<file path="src/rtl/command_sequencer.sv">
// Command sequencer: polls the thread control register, fetches up to COMMAND_COUNT
// three-word commands, hands them to an executor and writes back status.
// Optional build macro COMMAND_SEQUENCER_OPCODE_CHECK_EN rejects opcodes above MAX_OPCODE.
module command_sequencer #(
    parameter int         BYTES_PER_WORD    = 4,
    parameter int         COMMAND_COUNT     = 4,
    parameter int         BYTES_PER_COMMAND = 12,
    parameter logic [7:0] MAX_OPCODE        = 8'h0F,
    localparam int        ADDR_BITS         = $clog2(12 + BYTES_PER_COMMAND * COMMAND_COUNT),
    localparam int        IDX_BITS          = (COMMAND_COUNT > 1) ? $clog2(COMMAND_COUNT) : 1
) (
    input  logic                 gpu_clk,
    input  logic                 gpu_reset_n,
    output logic [ADDR_BITS-1:0] reg_address,
    input  logic [31:0]          reg_rd_data,
    output logic [31:0]          reg_wr_data,
    output logic [3:0]           reg_wr_en,
    output logic                 cmd_valid,
    input  logic                 cmd_ready,
    output logic [95:0]          cmd_data,
    output logic [IDX_BITS-1:0]  cmd_index,
    output logic                 busy
);

    // Handshake: a command transfers on every rising edge where cmd_valid && cmd_ready;
    // while cmd_valid is high and cmd_ready low, cmd_data and cmd_index do not change.

    typedef enum logic [3:0] {
        IDLE, POLL, SET_BUSY, FETCH0, FETCH1, FETCH2, LATCH, DISPATCH, FINISH, CLEAR
    } state_t;

`ifdef COMMAND_SEQUENCER_OPCODE_CHECK_EN
    localparam bit OPCODE_CHECK = 1'b1;
`else
    localparam bit OPCODE_CHECK = 1'b0;
`endif

    localparam logic [ADDR_BITS-1:0] ADDR_STATUS  = ADDR_BITS'(4);
    localparam logic [ADDR_BITS-1:0] ADDR_CONTROL = ADDR_BITS'(8);
    localparam logic [IDX_BITS-1:0]  K_LAST       = IDX_BITS'(COMMAND_COUNT - 1);

    state_t                state_q, state_d;
    logic [IDX_BITS-1:0]   k_q, k_d;
    logic [3:0]            count_q, count_d;
    logic                  err_q, err_d;
    logic [31:0]           w0_q, w0_d, w1_q, w1_d;
    logic [95:0]           cmd_data_d;
    logic [ADDR_BITS-1:0]  addr_d;
    logic [31:0]           wr_data_d;
    logic [3:0]            wr_en_d;

    function automatic logic [ADDR_BITS-1:0] cmd_addr(input logic [IDX_BITS-1:0] idx,
                                                      input int word);
        int a;
        a = 12 + BYTES_PER_COMMAND * int'(idx) + BYTES_PER_WORD * word;
        return ADDR_BITS'(a);
    endfunction

    always_comb begin
        state_d    = state_q;
        k_d        = k_q;
        count_d    = count_q;
        err_d      = err_q;
        w0_d       = w0_q;
        w1_d       = w1_q;
        cmd_data_d = cmd_data;
        case (state_q)
            // IDLE waits until the control address is actually on the bus, so the
            // first POLL after reset never samples data read from another register.
            IDLE:     if (reg_address == ADDR_CONTROL) state_d = POLL;
            POLL:     if (reg_rd_data[0]) state_d = SET_BUSY;
            SET_BUSY: begin
                state_d = FETCH0;
                k_d     = '0;
                count_d = '0;
                err_d   = 1'b0;
            end
            FETCH0:   state_d = FETCH1;
            FETCH1:   begin
                w0_d    = reg_rd_data;
                state_d = FETCH2;
            end
            FETCH2:   begin
                w1_d    = reg_rd_data;
                state_d = LATCH;
            end
            LATCH: begin
                if (w0_q[7:0] == 8'h00) begin
                    state_d = FINISH;
                end else if (OPCODE_CHECK && (w0_q[7:0] > MAX_OPCODE)) begin
                    err_d   = 1'b1;
                    state_d = FINISH;
                end else begin
                    cmd_data_d = {reg_rd_data, w1_q, w0_q};
                    state_d    = DISPATCH;
                end
            end
            DISPATCH: begin
                if (cmd_ready) begin
                    count_d = count_q + 4'd1;
                    if (k_q == K_LAST) begin
                        state_d = FINISH;
                    end else begin
                        k_d     = k_q + IDX_BITS'(1);
                        state_d = FETCH0;
                    end
                end
            end
            FINISH:   state_d = CLEAR;
            CLEAR:    state_d = IDLE;
            default:  state_d = IDLE;
        endcase
    end

    // Bus outputs are registered from the next state so they line up with the state cycle.
    always_comb begin
        addr_d    = reg_address;
        wr_en_d   = 4'b0000;
        wr_data_d = 32'h0;
        case (state_d)
            IDLE, POLL: addr_d = ADDR_CONTROL;
            SET_BUSY: begin
                addr_d    = ADDR_STATUS;
                wr_en_d   = 4'b0001;
                wr_data_d = 32'h1;
            end
            FETCH0:   addr_d = cmd_addr(k_d, 0);
            FETCH1:   addr_d = cmd_addr(k_d, 1);
            FETCH2:   addr_d = cmd_addr(k_d, 2);
            FINISH: begin
                addr_d    = ADDR_STATUS;
                wr_en_d   = 4'b0001;
                wr_data_d = {24'h0, count_d, 1'b0, err_d, ~err_d, 1'b0};
            end
            CLEAR: begin
                addr_d    = ADDR_CONTROL;
                wr_en_d   = 4'b0001;
                wr_data_d = 32'h0;
            end
            default: ;
        endcase
    end

    always_ff @(posedge gpu_clk or negedge gpu_reset_n) begin
        if (!gpu_reset_n) begin
            state_q     <= IDLE;
            k_q         <= '0;
            count_q     <= '0;
            err_q       <= 1'b0;
            w0_q        <= '0;
            w1_q        <= '0;
            cmd_data    <= '0;
            reg_address <= '0;
            reg_wr_data <= '0;
            reg_wr_en   <= '0;
            cmd_valid   <= 1'b0;
            busy        <= 1'b0;
        end else begin
            state_q     <= state_d;
            k_q         <= k_d;
            count_q     <= count_d;
            err_q       <= err_d;
            w0_q        <= w0_d;
            w1_q        <= w1_d;
            cmd_data    <= cmd_data_d;
            reg_address <= addr_d;
            reg_wr_data <= wr_data_d;
            reg_wr_en   <= wr_en_d;
            cmd_valid   <= (state_d == DISPATCH);
            busy        <= !(state_d inside {IDLE, POLL});
        end
    end

    assign cmd_index = k_q;

endmodule

</file>
<file path="config.mk">
export PLATFORM = sky130hd
export DESIGN_NAME = command_sequencer
export DESIGN_NICKNAME = d
export VERILOG_FILES = /design/src/rtl/command_sequencer.sv
export SDC_FILE = /design/constraint.sdc
export NUM_CORES = 1
export LEC_CHECK = 0
export BUFFER_PORTS_ARGS = -buffer_cell sky130_fd_sc_hd__buf_2
export CORE_MARGIN = 1
export CORE_UTILIZATION = 25
export CTS_CLUSTER_SIZE = 40
export DETAILED_ROUTE_END_ITERATION = 10
export PLACE_DENSITY = 0.52
export SETUP_SLACK_MARGIN = 0.2
export SLEW_MARGIN = 20
export SYNTH_ARGS = -nofsm -noshare
export SYNTH_HDL_FRONTEND = slang
export SYNTH_SLANG_ARGS = --single-unit
</file>
<file path="constraint.sdc">
create_clock -name gpu_clk -period 5.2 [get_ports gpu_clk]
set_input_delay 0.52 -clock gpu_clk [delete_from_list [all_inputs] [get_ports gpu_clk]]
set_output_delay 0.52 -clock gpu_clk [all_outputs]
set_load 0.01 [all_outputs]
</file>
# ---- After elaboration in Yosys (flattened, before gate mapping)
# Cells that the tools add are included.
dict set report totals {
  register_bits 215
  latch_bits 0
  ram_bits 0
  rom_bits 0
  inputBits 35
  mem_count 0
}
dict set report op_classes {
  n_addsub 5
  n_mul 1
  n_div 0
  order_cmp 0
  n_eq_ne 18
  n_shift 0
  n_mux 15
  n_bitwise 2
  reduce_logical 10
}
# op count
set ops {}
lappend ops {{4-bit case mux with 9 select lines} 1}
lappend ops {{6-bit case mux with 5 select lines} 1}
lappend ops {{4-bit by 3-bit == test with 1-bit output, second input constant} 7}
lappend ops {{4-bit 2-to-1 mux} 6}
lappend ops {{4-bit by 2-bit == test with 1-bit output, second input constant} 4}
lappend ops {{8-bit case mux with 2 select lines} 1}
lappend ops {{6-bit by 4-bit adder with 6-bit output, second input constant} 2}
lappend ops {{4-bit == test, second input constant} 3}
lappend ops {{4-bit by 1-bit == test with 1-bit output, second input constant} 2}
lappend ops {{4-bit zero test} 2}
lappend ops {{8-bit zero test} 1}
lappend ops {{4-bit case mux with 2 select lines} 1}
lappend ops {{4-bit by 6-bit adder with 6-bit output, first input constant} 1}
lappend ops {{6-bit by 4-bit == test with 1-bit output, second input constant} 1}
lappend ops {{3-bit OR reduction} 2}
lappend ops {{5-bit nonzero test} 1}
lappend ops {{4-bit by 1-bit adder with 4-bit output, second input constant} 1}
lappend ops {{2-bit by 2-bit multiplier with 4-bit output, first input constant} 1}
lappend ops {{2-bit 2-to-1 mux} 2}
lappend ops {{2-bit case mux with 2 select lines} 1}
lappend ops {{2-bit by 1-bit adder with 2-bit output, second input constant} 1}
lappend ops {{2-bit == test, second input constant} 1}
lappend ops {{1-bit 2-to-1 mux} 2}
lappend ops {{1-bit inverter} 2}
lappend ops {{other kinds (4)} 4}

# ---- Depth between registers and ports, before layout
# Gate-level depths: netlist of run 1.
dict set report depth {
  depth_word 8
  depth_mapped 11
}

# ---- Least setup slack after synthesis of run 1
# Ideal clock, no wire load.
dict set report synth_timing {
  path_type {flip-flop to flip-flop}
  startpoint {register state_q[2]}
  endpoint {register reg_address[5]}
  arrival_time_ps 2347
  slack_ps 2723
  stages_incl_launch_ff 12
  n_path_buf 1
  period_less_slack_ps 2477
  path_cell_list {dfrtp_1 > or4b_1 > buf_2 > nand2_1 > a21boi_0 > inv_1 > ha_1 > xnor2_1 > nand2b_1 > o22ai_1 > a21oi_1 > a21oi_1}
}
dict set report synth_between {
  elab_chain_len 6
  word_cells_on_any_way 30
  classes_between {add/sub: 3; mul: 1; eq/ne: 15; mux: 6; reduce/logical: 5}
}
# item line
set synth_rtl {}
lappend synth_rtl {{start, declared} 42} ;# state_t state_q, state_d;
lappend synth_rtl {{start signal, assigned} 159} ;# state_q <= state_d;
lappend synth_rtl {{4-bit by 3-bit == test with 1-bit output or 4-bit by 2-bit == test with 1-bit output (tied branches)} 67} ;# case (state_q)
lappend synth_rtl {{2-bit case mux with 2 select lines (*)} 67}
lappend synth_rtl {{net k_d[1]} 43} ;# logic [IDX_BITS-1:0] k_q, k_d;
lappend synth_rtl {{2-bit by 2-bit multiplier with 4-bit output (*)} 55} ;# a = 12 + BYTES_PER_COMMAND * int'(idx) + BYTES_PER_WORD * word;
lappend synth_rtl {{4-bit by 6-bit adder with 6-bit output (*)} 55}
lappend synth_rtl {{6-bit by 4-bit adder with 6-bit output} 55}
lappend synth_rtl {{6-bit case mux with 5 select lines (*)} 120} ;# case (state_d)
lappend synth_rtl {{end signal, assigned} 166} ;# reg_address <= addr_d;
lappend synth_rtl {{end, declared} 14} ;# output logic [ADDR_BITS-1:0] reg_address,
# Mark *: on every way through the listed nets, which the timed path passes. The rest lies on a longest branch.
# A chain may end at the register's enable or synchronous reset.

# ---- Worst setup path in the final report of run 1
# Same ends and word-level chain as after synthesis.

==> results of run 1 <==
-- worst max path at each step --
stage | slack (ps) | endpoint | startpoint | cells past startpoint
CTS | 2170 | reg_address[5] | state_q[2] | 10
global placement | 2300 | reg_address[5] | state_q[2] | 10
detailed placement | 2190 | reg_address[5] | state_q[2] | 10
floorplan | 2720 | reg_address[5] | state_q[2] | 11
finish | 2180 | reg_address[5] | state_q[2] | 10
global route | 1980 | reg_address[5] | state_q[2] | 10
-- kinds of logic (layout without fill, tap and decap cells) --
group | Yosys count | in the layout | synth area share [%]
AND/OR/NAND/NOR | 162 | 162 | 10.2
AO/OA/AOI/OAI | 30 | 30 | 2.77
other | 1 | 30 | 0.0498
adder cells (fa/ha/maj) | 6 | 6 | 0.996
multiplexers | 129 | 129 | 19.3
buffers and inverters | 64 | 191 | 4.90
flip-flops | 185 | 185 | 61.4
XOR/XNOR | 2 | 2 | 0.332
-- stage by stage --
stage,cells,utilization [%]
after global placement,1093,29.0
after detailed placement,1093,29.0
final,1125,31.0
after floorplan,608,-
after CTS,1125,31.0
after global routing,1125,31.0
-- layout make-up --
class,instances,area (um2)
clock inverter,14,130
fill,3084,20500
sequential,185,4630
timing repair buffer,152,797
inverter,7,26.3
clock buffer,18,439
tap,390,488
multi-input combinational,359,2670
-- Yosys cell counts, types with 2 or more instances --
cell type | n | share of area (%)
a21boi_1 | 2 | 0.20
a21oi_1 | 7 | 0.46
a31oi_1 | 3 | 0.25
and2_1 | 3 | 0.25
buf_2 | 13 | 0.86
buf_4 | 30 | 3.0
clkbuf_1 | 14 | 0.70
dfrtp_1 | 185 | 61
ha_1 | 6 | 1.0
inv_1 | 7 | 0.35
mux2_1 | 47 | 7.0
mux2_2 | 82 | 12
nand2_1 | 110 | 5.5
nand2b_1 | 5 | 0.42
nand3_1 | 8 | 0.53
nand4_1 | 3 | 0.25
nand4b_1 | 3 | 0.35
nor2_1 | 8 | 0.40
nor2b_1 | 5 | 0.42
nor3_1 | 5 | 0.33
nor4_4 | 2 | 0.56
o21ai_0 | 3 | 0.20
or2_1 | 2 | 0.17
-- critical path: stages, from the launching register on --
cell,delay (ps)
dfrtp_1,530
or4b_1,730
nand2_1,110
a21boi_0,360
inv_1,160
ha_1,220
xnor2_1,310
nand2b_1,150
o22ai_1,70
a21oi_1,180
a21oi_1,80
-- power groups by stage --
stage / sequential [mW] / clock, mW / combinational (mW)
after floorplan: 2.65 / 0 / 1.26
after global placement: 2.52 / 0 / 2.18
after detailed placement: 2.53 / 0 / 2.20
after CTS: 2.51 / 1.34 / 2.21
after global routing: 2.61 / 1.39 / 2.38
final: 2.50 / 1.28 / 2.15
-- flip-flops by register name (all words and copies together) (netlist names) --
signal / cells
cmd_data: 96
w0_q: 32
w1_q: 32
reg_wr_data: 7
count_q: 4
reg_address: 4
state_q: 4
cmd_index: 2
busy: 1
cmd_valid: 1
err_q: 1
reg_wr_en: 1
-- routing by layer --
metal,part of all wire (%),wire length (um),GRT usage (%)
met3,5.3,888,3.16
met1,46,7730,14.8
met5,0,0,0
met4,1.1,193,3.95
met2,48,8000,18.1
==> results.yml, run 1 <==
status:
  outcome: "finished clean"
sta:
  fin_ws_ps: 2180
  fmax_mhz: 331
  finClkSkew_ps: 17.2
  tns_ps: 0
  worstMarginPinSlew_ps: 885
  timing.final.hold_violations: 0
  slew_viol_final: 0
  maxSlewHeadroom_pct: 41.0
  period_share_pct: 58.1
  setup_viol: 0
  whs_ps: 108
  rsz0062_at_grt: "no"
  fin_crit_ps: 3020
setup_path:
  worst_ep_required_time_ps: 5520
  start_kind: "register"
  crit_fanout: 16
  crit_arrival_ps: 3340
  worst-setup-path-type: "register to register"
  rrSetupSlack_ps: 2180
  cp-end-kind: "register"
  r2r_end: "reg_address[5]"
  rr_worst_depth: 10
  reg2reg_from: "state_q[2]"
job:
  max_cap_viol_count: 0
place:
  portBuffers: 146
  pre_cts_ws_ps: 2190
  place_congestion: 0.780
  place_area_um2: 8610
  dp_hpwl_mm: 10.9
detailed_routing:
  viasPerCell: 4.17
  drc_errors: 0
  wl_mm: 16.8
  drtIter0Drc: 173
  firstDrtPassIters: 6
  routedWlPerCell_um: 14.9
  vias: 4686
  ant_nets: 0
power_and_ir_drop:
  p_sw_mw: 2.13
  pwr-share-comb_pct: 36.3
  switching_share_pct: 35.9
  vdd_drop_max_mv: 0.205
  seqPwrFrac_pct: 42.1
  p_int_mw: 3.81
  power_mw: 5.94
  p_leak_nw: 4.40
  clkPwrFrac_pct: 21.6
  power.density_nw_per_um2: 647
final_layout:
  drive_gt1_share_pct: 37.8
  area_delta_synth_final_pct: 21.8
  nets: 763
  finalInstanceArea_um2: 9180
  num_antenna_cells: 0
  layout_commonest_cell: "dfrtp_1"
  final_cell_mix: "dfrtp_1 (185), buf_2 (145), nand2_1 (110)"
cts:
  cts_root_buf: "clkbuf_16"
  clk_pin_slew_ps: 70
  htreeDepth: 4
  cts_made_buffers: 17
  cts_tree: "built"
  postCtsSetupBuffers: 0
  cts_resized: 0
  clock_path_buffers: 2
  worstSkewPairLatency_ps: 440
  cts.sinks: 185
  cts-hold-fix-buffers: 0
synth:
  avgSynthCellArea_um2: 13.0
  syn_area_um2: 7530
  ys_seq_elements: 185
  yosysSeqAreaShare_pct: 61.4
  synthCells: 579
  synth_flop_cell: "dfrtp_1"
  synth_warnings: 0
  ys_async_sr_fraction_pct: 100
  yosys.cell_types.count: 49
  synth_edf_count: 0
global_routing:
  grt_max_degree: 98
  grt-ovfl-total: 0
  grt_usage_pct: 11.4
  grt_pass1_wl_mm: 27.1
  antenna_found_initial: 0
  grt_pass1_vias: 4799
floorplanning:
  dieWidth_um: 176
  die_area_um2: 30800
  ioPinCount: 177
  initial_core_util_pct: 25.4
  die_h_um: 176
  core-area_um2: 29600
  row_count: 63
worst_hold_path:
  hold_path_class: "primary input to asynchronous set/reset pin"
Note: power is estimated with default switching activity, not from simulation.
==> run 2, diff against run 1 <==
--- a/config.mk
+++ b/config.mk
@@ -10,7 +10,7 @@
 export CORE_UTILIZATION = 25
 export CTS_CLUSTER_SIZE = 40
 export DETAILED_ROUTE_END_ITERATION = 10
-export PLACE_DENSITY = 0.52
+export PLACE_DENSITY = 0.54
 export SETUP_SLACK_MARGIN = 0.2
 export SLEW_MARGIN = 20
 export SYNTH_ARGS = -nofsm -noshare
==> constraint.sdc (replaced) <==
create_clock -name gpu_clk -period 2.7 [get_ports gpu_clk]
set_input_delay 0.27 -clock gpu_clk [delete_from_list [all_inputs] [get_ports gpu_clk]]
set_output_delay 0.27 -clock gpu_clk [all_outputs]
set_load 0.01 [all_outputs]
==> run 2 against run 1 <==
- fmax grew 26%
- register-to-register slack lost 1900 ps
- non-clock buffer count grew 14
- setup slack lost 1900 ps
- sequential share of layout area shrank 1.0 points
- global-route usage grew 0.54 points
- via count grew 1.6%
- utilization grew 0.65 points
- power grew 98%
- clock power grew 100%
- critical path type unchanged
- critical endpoint is now reg_address[3]
- largest power group unchanged
- highest routed layer unchanged
==> results.yml, run 2 (synthesis gave the netlist of run 1 again) <==
final_layout:
  final_util_pct: 31.6
  area_delta_synth_final_pct: 24.4
  final_cell_mix: "dfrtp_1 (185), buf_2 (145), nand2_1 (110)"
  drive_gt1_share_pct: 39.1
  nets: 777
  reg_top3: "cmd_data: 96 flops, w0_q: 32 flops, w1_q: 32 flops"
  finalInstanceArea_um2: 9370
  layout_commonest_cell: "dfrtp_1"
  num_antenna_cells: 0
  largest_reg_flops: 96
  regMostFlops: "cmd_data"
cts:
  cts_tree: "built"
  clock_path_buffers: 2
  clk_pin_slew_ps: 80
  worstSkewPairLatency_ps: 440
  postCtsSetupBuffers: 0
  cts_root_buf: "clkbuf_16"
  htreeDepth: 4
  cts_made_buffers: 17
  cts.sinks: 185
power_and_ir_drop:
  pwr-share-comb_pct: 37.4
  vdd_drop_max_mv: 0.448
  switching_share_pct: 35.4
  p_sw_mw: 4.16
  p_int_mw: 7.61
  power.density_nw_per_um2: 1260
  seqPwrFrac_pct: 40.6
  p_leak_nw: 4.48
  clkPwrFrac_pct: 22.1
place:
  portBuffers: 146
  place_congestion: 0.790
  dp_hpwl_mm: 11.6
  pre_cts_ws_ps: 210
  place_area_um2: 8740
floorplanning:
  row_count: 63
  ioPinCount: 177
  die_h_um: 176
  core-area_um2: 29600
  initial_core_util_pct: 25.4
  dieWidth_um: 176
  die_area_um2: 30800
sta:
  fmax_mhz: 417
  fin_ws_ps: 304
  setup_viol: 0
  finClkSkew_ps: 17.3
  whs_ps: 54.2
  period_share_pct: 88.7
  tns_ps: 0
  maxSlewHeadroom_pct: 64.5
  rsz0062_at_grt: "no"
  fin_crit_ps: 2400
  timing.final.hold_violations: 0
  slew_viol_final: 0
  worstMarginPinSlew_ps: 533
status:
  outcome: "finished clean"
worst_hold_path:
  hold_path_class: "primary input to register"
global_routing:
  antenna_found_initial: 0
  grt_max_degree: 83
  grt_pass1_wl_mm: 28.0
  grt_pass1_vias: 5006
  grt-ovfl-total: 0
  grt_usage_pct: 11.9
setup_path:
  slowest_stage: "or4b_4"
  crit_arrival_ps: 2770
  worst_ep_required_time_ps: 3080
  cp-end-kind: "register"
  rrSetupSlack_ps: 300
  start_kind: "register"
  crit_fanout: 7
  slowest_delay_ps: 560
  worst-setup-path-type: "register to register"
  crit_chain: "or4b_4 -> a22oi_2 -> nor2_4 -> inv_1 -> ha_1 -> xnor2_2 -> mux2_1 -> nand3_1"
detailed_routing:
  routedWlPerCell_um: 15.3
  ant_nets: 0
  viasPerCell: 4.18
  vias: 4762
  drc_errors: 0
  drtIter0Drc: 150
  firstDrtPassIters: 4
  wl_mm: 17.4
job:
  max_cap_viol_count: 0
==> run 2: cell types whose count changed in the layout (fill, tap and decap cells not counted), moves of 2 or more <==
| cell | change |
|---|---|
| buf_4 | +10 |
| buf_12 | +3 |
| bufinv_16 | +2 |
| clkbuf_1 | +2 |
| clkinv_4 | -2 |
| clkinvlp_4 | +2 |
| inv_8 | -2 |
==> run 2: path summary, 6_finish.rpt <==
| path | start | endpoint | depth (start not counted) |
|---|---|---|---|
| max | state_q[2] | reg_address[3] | 8 |
| max reg2reg | state_q[2] | reg_address[3] | 8 |
| min | reg_rd_data[19] | w0_q[19] | 3 |
| min in group asynchronous | gpu_reset_n | reg_wr_data[7] | 2 |
| min reg2reg | w0_q[29] | w0_q[29] | 2 |
| max in group asynchronous | gpu_reset_n | w0_q[29] | 3 |
==> run 2: layout make-up <==
cell class	count	area (um2)
Inverter	7	26.3
Timing Repair Buffer	166	942
Fill cell	3031	20300
Tap cell	390	488
Clock inverter	13	160
Multi-Input combinational cell	359	2690
Clock buffer	19	433
Sequential cell	185	4630
==> run 2: metrics by stage <==
step | std cells | total power, mW
finish | 1139 | 11.8
global route | 1139 | 12.6
CTS | 1139 | 12.0
detailed placement | 1106 | 9.31
global placement | 1106 | 9.21
floorplan | 608 | 7.53
==> run 2: what timing repair did <==
action	in CTS	in global routing
hold buffers	1	0
pin swaps	0	2
cloned	0	0
hold endpoints to repair	48	0
gates resized for setup	1	5
setup endpoints to repair	1	2
==> run 2: power by group through the flow <==
stage	Sequential, mW	Combinational, mW	Clock, mW
floorplan	5.11	2.42	0
global placement	4.79	4.42	0
detailed placement	4.84	4.46	0
CTS	4.79	4.49	2.70
global route	4.97	4.86	2.80
finish	4.78	4.40	2.60
==> run 2: critical path: cells and delay by family (launching register included) <==
family	cells	cell delay (ps)
and+or+nand+nor	3	750
muxes	1	330
buffers and inverters	1	130
xor gates and xnor gates	1	180
AOI/OAI and AO/OA	1	280
DFF	1	380
adders and majority gates	1	290
==> run 2: layer usage <==
layer | part of all wire, % | vias to the layer above | wire length, um | GRT usage, %
met5 | 0 | - | 0 | 0
met4 | 1.5 | 0 | 261 | 4.53
met3 | 5.5 | 15 | 962 | 3.48
met2 | 46 | 135 | 8050 | 18.8
met1 | 47 | 2401 | 8150 | 15.4
li1 | - | 2211 | - | -
==> run 3, diff against run 2 <==
--- a/config.mk
+++ b/config.mk
@@ -6,11 +6,11 @@
 export NUM_CORES = 1
 export LEC_CHECK = 0
 export BUFFER_PORTS_ARGS = -buffer_cell sky130_fd_sc_hd__buf_2
+export CORE_ASPECT_RATIO = 0.7
 export CORE_MARGIN = 1
 export CORE_UTILIZATION = 25
 export CTS_CLUSTER_SIZE = 40
 export DETAILED_ROUTE_END_ITERATION = 10
-export PLACE_DENSITY = 0.54
 export SETUP_SLACK_MARGIN = 0.2
 export SLEW_MARGIN = 20
 export SYNTH_ARGS = -nofsm -noshare
==> run 3 against run 2 <==
- sequential share of layout area fell by 0.072 points
- clock power fell by 3%
- via count fell by 0.69%
==> results.yml, run 3 (synthesis gave the netlist of run 1 again) <==
status:
  outcome: "finished clean"
place:
  dp_hpwl_mm: 11.6
  pre_cts_ws_ps: 117
  portBuffers: 146
  place_congestion: 0.781
sta:
  timing.final.hold_violations: 0
  fmax_mhz: 419
  slew_viol_final: 0
  rsz0062_at_grt: "yes"
  period_share_pct: 88.4
  worstMarginPinSlew_ps: 576
  setup_viol: 0
  tns_ps: 0
  fin_crit_ps: 2390
  maxSlewHeadroom_pct: 61.6
  finClkSkew_ps: 15.9
  fin_ws_ps: 313
cts:
  cts_made_buffers: 17
  clock_path_buffers: 2
  htreeDepth: 4
  cts_root_buf: "clkbuf_16"
  worstSkewPairLatency_ps: 450
  cts_tree: "built"
  clk_pin_slew_ps: 80
  cts.sinks: 185
final_layout:
  largest_reg_flops: 96
  nFillCells: 3002
  drive_gt1_share_pct: 39.5
  nets: 780
  final_cell_mix: "dfrtp_1 (185), buf_2 (145), nand2_1 (110)"
  reg_top3: "cmd_data: 96 flops, w0_q: 32 flops, w1_q: 32 flops"
  final_util_pct: 32.1
  num_antenna_cells: 0
  regMostFlops: "cmd_data"
  layout_commonest_cell: "dfrtp_1"
  area_delta_synth_final_pct: 24.6
detailed_routing:
  firstDrtPassIters: 5
  vias: 4729
  drtIter0Drc: 187
  drc_errors: 0
  ant_nets: 0
  wl_mm: 17.1
  routedWlPerCell_um: 15.1
  viasPerCell: 4.18
setup_path:
  crit_buf_inv: 1
  cpLargestDelayFamily: "simple AND/OR/NAND/NOR gates"
  r2r_end: "reg_address[3]"
  crit_fanout: 5
  worst_ep_required_time_ps: 3090
  slowest_delay_ps: 560
  rrSetupSlack_ps: 310
  rr_worst_depth: 8
  start_kind: "register"
  crit_arrival_ps: 2780
  crit_chain: "or4b_4 -> a22oi_2 -> nor2_4 -> inv_2 -> ha_2 -> xnor2_2 -> mux2_1 -> nand3_1"
  cp-end-kind: "register"
  reg2reg_from: "state_q[3]"
  slowest_stage: "or4b_4"
  worst-setup-path-type: "register to register"
global_routing:
  grt_pass1_vias: 4813
  antenna_found_initial: 0
  grt_usage_pct: 11.7
  grt_max_degree: 69
  grt_pass1_wl_mm: 27.7
  grt-ovfl-total: 0
power_and_ir_drop:
  vdd_drop_max_mv: 0.678
  power.density_nw_per_um2: 1250
  p_leak_nw: 4.50
floorplanning:
  core-area_um2: 29300
  row_count: 52
  initial_core_util_pct: 25.7
  die_h_um: 147
  dieWidth_um: 210
  ioPinCount: 177
  die_area_um2: 30800
worst_hold_path:
  hold_depth: 3
  hold_path_class: "primary input to register"
  worstHoldStart: "reg_rd_data[19]"
  hold_end: "w0_q[19]"
job:
  max_cap_viol_count: 0
==> run 3: cell count changes in the layout (fill, tap and decap cells not counted), moves of 2 or more <==
cell	before	now
inv_6	6	3
ha_2	0	2
clkinv_4	1	4
ha_1	6	4
dlygate4sd3_1	1	3
clkinvlp_4	3	1
inv_8	0	2
clkbuf_1	2	0
==> run 3: layout make-up <==
class	instances	area [um2]	share of cell area [%]
Sequential cell	185	4630	49.3
Multi-Input combinational cell	359	2690	28.6
Timing Repair Buffer	169	970	10.3
Tap cell	378	473	5.04
Clock buffer	18	439	4.68
Clock inverter	14	159	1.69
Inverter	7	26.3	0.280
==> run 3: worst min-delay path: stages <==
cell,delay [ps]
buf_2,100
nand2_1,50
nand2_1,50
==> run 3: stage by stage <==
step / hold WS [ps] / std cells / instance area, um2 / power (mW)
after detailed placement: 314 / 1091 / 8710 / 9.30
after global routing: 19.8 / 1130 / 9390 / 12.6
final: 46.3 / 1130 / 9390 / 11.7
after global placement: 321 / 1091 / 8710 / 9.18
after CTS: 6.09 / 1126 / 9350 / 11.9
after floorplan: -25.6 / 608 / 7640 / 7.53
==> run 3: worst max path at each step <==
stage,slack (ps),end,depth (start not counted),startpoint
4_1_cts,210,reg_address[5],10,state_q[3]
6_report,310,reg_address[3],8,state_q[3]
3_3_place_gp,180,reg_address[5],10,state_q[3]
2_1_floorplan,220,reg_address[5],11,state_q[2]
5_1_grt,190,reg_address[5],11,state_q[2]
3_5_place_dp,120,reg_address[5],10,state_q[3]
==> run 3: power breakdown <==
part / internal, mW / leakage (nW) / switching [mW]
Clock: 1.34 / 0.291 / 1.17
Combinational: 2.14 / 1.94 / 2.29
Sequential: 4.09 / 2.27 / 0.712
==> run 3: repair_timing <==
item / CTS / global route
endpoints found under the hold margin: 68 / 0
setup endpoints to repair: 2 / 2
gates resized for setup: 3 / 4
buffers inserted: 0 / 4
hold buffers: 3 / 0
gates cloned: 0 / 0
pin swaps: 1 / 3
==> run 3: routing by layer <==
metal / up-vias / GRT usage, % / share of wire (%)
li1: 2229 / - / -
met4: 0 / 3.28 / 1.1
met5: - / 0 / 0
met2: 129 / 16.6 / 42
met3: 13 / 5.04 / 7.3
met1: 2358 / 16.1 / 49
